--- config.mk ---
export PLATFORM = sky130hd
export DESIGN_NAME = pc_branch_unit
export DESIGN_NICKNAME = d
export VERILOG_FILES = /design/src/rtl/pc_branch_unit.sv
export SDC_FILE = /design/constraint.sdc
export NUM_CORES = 1
export LEC_CHECK = 0
export ABC_AREA = 1
export CAP_MARGIN = 20
export CORE_MARGIN = 1
export CORE_UTILIZATION = 35
export DETAILED_ROUTE_END_ITERATION = 10
export MAX_ROUTING_LAYER = met4
export PLACE_DENSITY = 0.71
export SYNTH_ARGS = -nofsm -noshare
export SYNTH_HDL_FRONTEND = slang
export SYNTH_SLANG_ARGS = --single-unit
--- constraint.sdc ---
create_clock -name Clock -period 1.6 [get_ports Clock]
set_clock_uncertainty 0.1 [all_clocks]
set_input_delay 0.4 -clock Clock [delete_from_list [all_inputs] [get_ports Clock]]
set_output_delay 0.4 -clock Clock [all_outputs]
set_load 0.1 [all_outputs]
--- src/rtl/pc_branch_unit.sv ---
// Program counter and branch resolution stage: latches ALU flags, resolves branches,
// selects the next PC and handles a single-level overflow trap with EPC save/restore.
module pc_branch_unit #(
  parameter logic [15:0] RESET_PC    = 16'h0000,
  parameter logic [15:0] TRAP_VECTOR = 16'h0004
) (
  input  logic        Clock,
  input  logic        Reset,
  input  logic [15:0] ALU_Result,
  input  logic [15:0] ALU_Out,
  input  logic [11:0] Jump_Target,
  input  logic        EQ,
  input  logic        GR,
  input  logic        LT,
  input  logic        Zero,
  input  logic        Ovfl,
  input  logic        Flag_Write,
  input  logic        PC_Write,
  input  logic        PC_Write_Cond,
  input  logic [2:0]  Branch_Cond,
  input  logic [1:0]  PC_Src,
  input  logic        Ovfl_Trap_En,
  input  logic        Trap_Return,
  output logic [15:0] PC,
  output logic [15:0] EPC,
  output logic [4:0]  Flags,
  output logic        Branch_Taken,
  output logic        Trap,
  output logic        In_Trap
);

  typedef enum logic {IDLE = 1'b0, IN_TRAP = 1'b1} state_t;

  state_t      state_q, state_d;
  logic [15:0] pc_q, pc_d;
  logic [15:0] epc_q, epc_d;
  logic [4:0]  flags_q, flags_d;
  logic        trap_q, trap_d;
  logic        cond;
  logic [15:0] src_pc;

  // Flags layout: {Ovfl, Zero, LT, GR, EQ}
  always_comb begin
    cond = 1'b0;
    case (Branch_Cond)
      3'b000: cond = flags_q[0];
      3'b001: cond = ~flags_q[0];
      3'b010: cond = flags_q[2];
      3'b011: cond = ~flags_q[2];
      3'b100: cond = flags_q[1];
      3'b101: cond = ~flags_q[1];
      3'b110: cond = flags_q[3];
      default: cond = 1'b1;
    endcase
  end

  assign Branch_Taken = PC_Write_Cond & cond;

  always_comb begin
    src_pc = ALU_Result;
    case (PC_Src)
      2'b00: src_pc = ALU_Result;
      2'b01: src_pc = ALU_Out;
      2'b10: src_pc = {pc_q[15:13], Jump_Target, 1'b0};
      default: src_pc = epc_q;
    endcase
  end

  always_comb begin
    state_d = state_q;
    pc_d    = pc_q;
    epc_d   = epc_q;
    trap_d  = 1'b0;
    flags_d = Flag_Write ? {Ovfl, Zero, LT, GR, EQ} : flags_q;
    case (state_q)
      IDLE: begin
        if (Flag_Write && Ovfl && Ovfl_Trap_En) begin
          epc_d   = pc_q;
          pc_d    = TRAP_VECTOR;
          trap_d  = 1'b1;
          state_d = IN_TRAP;
        end else if (PC_Write || Branch_Taken) begin
          pc_d = src_pc;
        end
      end
      IN_TRAP: begin
        // Return wins over PC writes; overflow is masked while trapped.
        if (Trap_Return) begin
          pc_d    = epc_q;
          state_d = IDLE;
        end else if (PC_Write || Branch_Taken) begin
          pc_d = src_pc;
        end
      end
      default: state_d = IDLE;
    endcase
    pc_d[0] = 1'b0;
  end

  always_ff @(posedge Clock or posedge Reset) begin
    if (Reset) begin
      state_q <= IDLE;
      pc_q    <= RESET_PC;
      epc_q   <= 16'h0000;
      flags_q <= 5'b00000;
      trap_q  <= 1'b0;
    end else begin
      state_q <= state_d;
      pc_q    <= pc_d;
      epc_q   <= epc_d;
      flags_q <= flags_d;
      trap_q  <= trap_d;
    end
  end

  assign PC      = pc_q;
  assign EPC     = epc_q;
  assign Flags   = flags_q;
  assign Trap    = trap_q;
  assign In_Trap = (state_q == IN_TRAP);

endmodule

==> results by group <==
Routing
  – TritonRoute pass-1 iters: 4
  – Drt total wl: 7020 um
  – Wire length on met3: 463 um
  – Wire length on met1: 2790 um
  – Routed Antenna Nets: 0
  – 1st-iter DRT viols: 143
  – Vias per cell: 5.04
  – Remaining DRCs: 0
  – Mean routed wirelength per cell: 14.6 um
  – Routed via count: 2418
  – Top sig layer: met4
  – WL met2: 3680 um

GRT
  – Remaining global-route overflow: 0
  – Largest net degree at the start of global routing: 38
  – Vias in the first global route: 2279
  – Initial antenna violation count: 0
  – Total track usage: 0.227
  – First-pass GRT wire length: 10700 um

Logic synthesis
  – Netlist Area Pre-Place: 2110 um2
  – Sequential element share of the synthesized area: 0.440
  – Flops & latches, synth: 37
  – Dominant cell type by area after synthesis: dfrtp_1
  – Yosys warnings: 0
  – Largest cells by area after synthesis: dfrtp_1 44%, nand2_1 19%, nand3_1 11%, o21ai_0 6.9%, inv_1 5.0%
  – Yosys cell types: 25
  – Post-synth top area share: 0.440
  – Post-Syn Area per Cell: 7.26 um2
  – Syn Inst Count: 290

Finish
  – Layout cells sized above 1: 0.250
  – Fill cells: 447
  – Final core utilization: 0.695
  – Post-route cell area: 3920 um2
  – Ant. Diodes: 0
  – # nets final: 468
  – Layout area overhead: 86.2%
  – Final Non-Filler Cells: 480

Floorplan
  – Top-level port count: 101
  – Site row count: 27
  – Die area: 6330 um2
  – Chip Height: 79.6 um
  – DIE WIDTH: 79.6 um
  – Core Area: 5640 um2
  – Initial Util: 0.373

Worst setup path
  – Critical Path Slowest Stage Cell: dfrtp_4
  – Worst path arrival time: 1480 ps
  – Cell repeated most along the worst path: nand3_2
  – Largest delay share family, worst path: flip-flops
  – Crit-path max cell delay: 500 ps
  – WP data required: 1100 ps
  – Crit Path Class: flip-flop to output port
  – CP Capture Type: output port
  – Setup crit start kind: flip-flop
  – Worst path cell trace: inv_4 > nand2_1 > nand3_2 > nand3_2 > nand3_4 > clkinvlp_4 > buf_12
  – Max Fanout on Critical Path: 3
  – CP Buf/Inv Count: 3

STA
  – Post-route setup slack: -378 ps
  – RSZ-0062 raised after global routing: yes
  – Final TNS setup: -1800 ps
  – Final Max Slew Viols: 0
  – Final hold vios: 0
  – Post-route minimum period: 1980 ps
  – Fin crit share: 1.24
  – Setup Viol. Count Final: 17
  – Fmax: 506 MHz

Place
  – Dpl hpwl: 5010 um
  – Port Buffers: 96
  – Routability cong.: 0.852
  – Placed insts: 468
  – Dpl cell area: 3680 um2

Status
  – Run status: finished with violations
  – Failing checks: setup timing

Hold path
  – HP Class: primary input to asynchronous set/reset pin

Clocking
  – Root buffer cell: clkbuf_8
  – CTS sink count: 37
  – Clock latency on the worst-skew pair: 300 ps
  – Clk buf depth: 2
  – Clk pin slew, worst setup/hold paths: 80 ps
  – Num CTS Buffers: 5
  – Cts-stage hold buffer count: 0
  – H-tree depth: 2
  – CTS tree: built

Power and ir drop
  – Leak: 0.00185 uW
  – PwrDens: 1350 nW/um2
  – Maximum vdd ir drop: 0.920 mV

Job
  – Max-cap violation count: 0
## state kept, by name (all words and copies together) (netlist names)
signal and cells:
PC 15, Flags 5, EPC 15, Trap 1, In_Trap 1
## metrics by stage
step	hold WS, ps	total power [uW]	setup slack [ps]
6_report	351	5280	-378
5_1_grt	384	5460	-451
4_1_cts	365	5260	-371
3_5_place_dp	478	4270	-561
3_3_place_gp	465	4250	-539
2_1_floorplan	405	3050	-550
## timing repair
item,in CTS,in global routing
buffers inserted,1,2
pin swaps,3,6
endpoints found under the setup margin,16,18
gates cloned,0,1
resized for setup,11,11
## Yosys cell counts
master         number
dlygate4sd1_1       2
mux2_2              2
o211ai_1            2
a211oi_1            1
inv_2               2
nand4_1             1
buf_4               2
clkbuf_1            3
nand3_2             1
inv_1              28
clkbuf_8            4
clkinv_1            1
nand2_1           107
a21oi_1            10
dfrtp_1            37
conb_1              1
nor2_2              3
nor2_1              1
nand2_4             1
nand2_2             1
o21ai_0            29
buf_2               3
nand3_1            45
o21ai_1             2
nand4_2             1
## placed cells by master (no fill, tap or decap), drive strengths merged
cell           Yosys  routed
dlygate4sd2        0       4
o21ai             31      31
nand2            109     110
o211ai             2       2
dfrtp             37      37
clkbuf             7       5
mux2               2       2
nand4              2       2
clkdlybuf4s50      0      54
clkinvlp           0       1
a21oi             10      10
buf                5      64
inv               30      29
nand3             46      46
nor2               4       4
conb               1       2
bufinv             0       2
a211oi             1       1
clkinv             1       2
## worst paths after layout
| kind | to | cells past startpoint | from | slack (ps) |
|---|---|---|---|---|
| worst min register to register | Flags[4] | 1 | Flags[4] | 490 |
| min in group Clock | Flags[4] | 1 | Flags[4] | 490 |
| worst max register to register | PC[6] | 11 | Flags[2] | -120 |
| worst min-delay path | EPC[14] | 3 | Reset | 350 |
| max in group asynchronous | Flags[0] | 3 | Reset | 840 |
| worst max-delay path | Branch_Taken | 7 | Flags[2] | -380 |
## tightest hold or removal path, stage by stage
cell	delay, ps
clkdlybuf4s50_1	390
inv_1	90
buf_12	230
## where the power goes
part	internal, uW	switching [uW]
logic	1070	1860
registers	1120	260
clock network	619	354
## cells by family after synthesis
| kind of cell | count (synthesis) | synth area share |
|---|---|---|
| AOI/OAI and AO/OA | 44 | 0.108 |
| buffers and inverters | 45 | 0.109 |
| DFF | 37 | 0.440 |
| muxes | 2 | 0.0107 |
| other | 1 | 0.00178 |
| and+or+nand+nor | 161 | 0.330 |
## routing by layer
metal	global-route usage	up-vias
met5	-	-
met4	0.0745	0
met3	0.0400	8
met2	0.374	101
met1	0.281	1143
li1	-	1166
## final cells by class
class / instances / area (um2) / share of cell area
Sequential cell: 37 / 945 / 0.241
Inverter: 31 / 128 / 0.0325
Timing Repair Buffer: 122 / 1590 / 0.405
Multi-Input combinational cell: 210 / 1040 / 0.264
Clock buffer: 5 / 68.8 / 0.0175
Clock inverter: 3 / 65.1 / 0.0166
Tap cell: 72 / 90.1 / 0.0230
(Power assumes the default switching activity.)
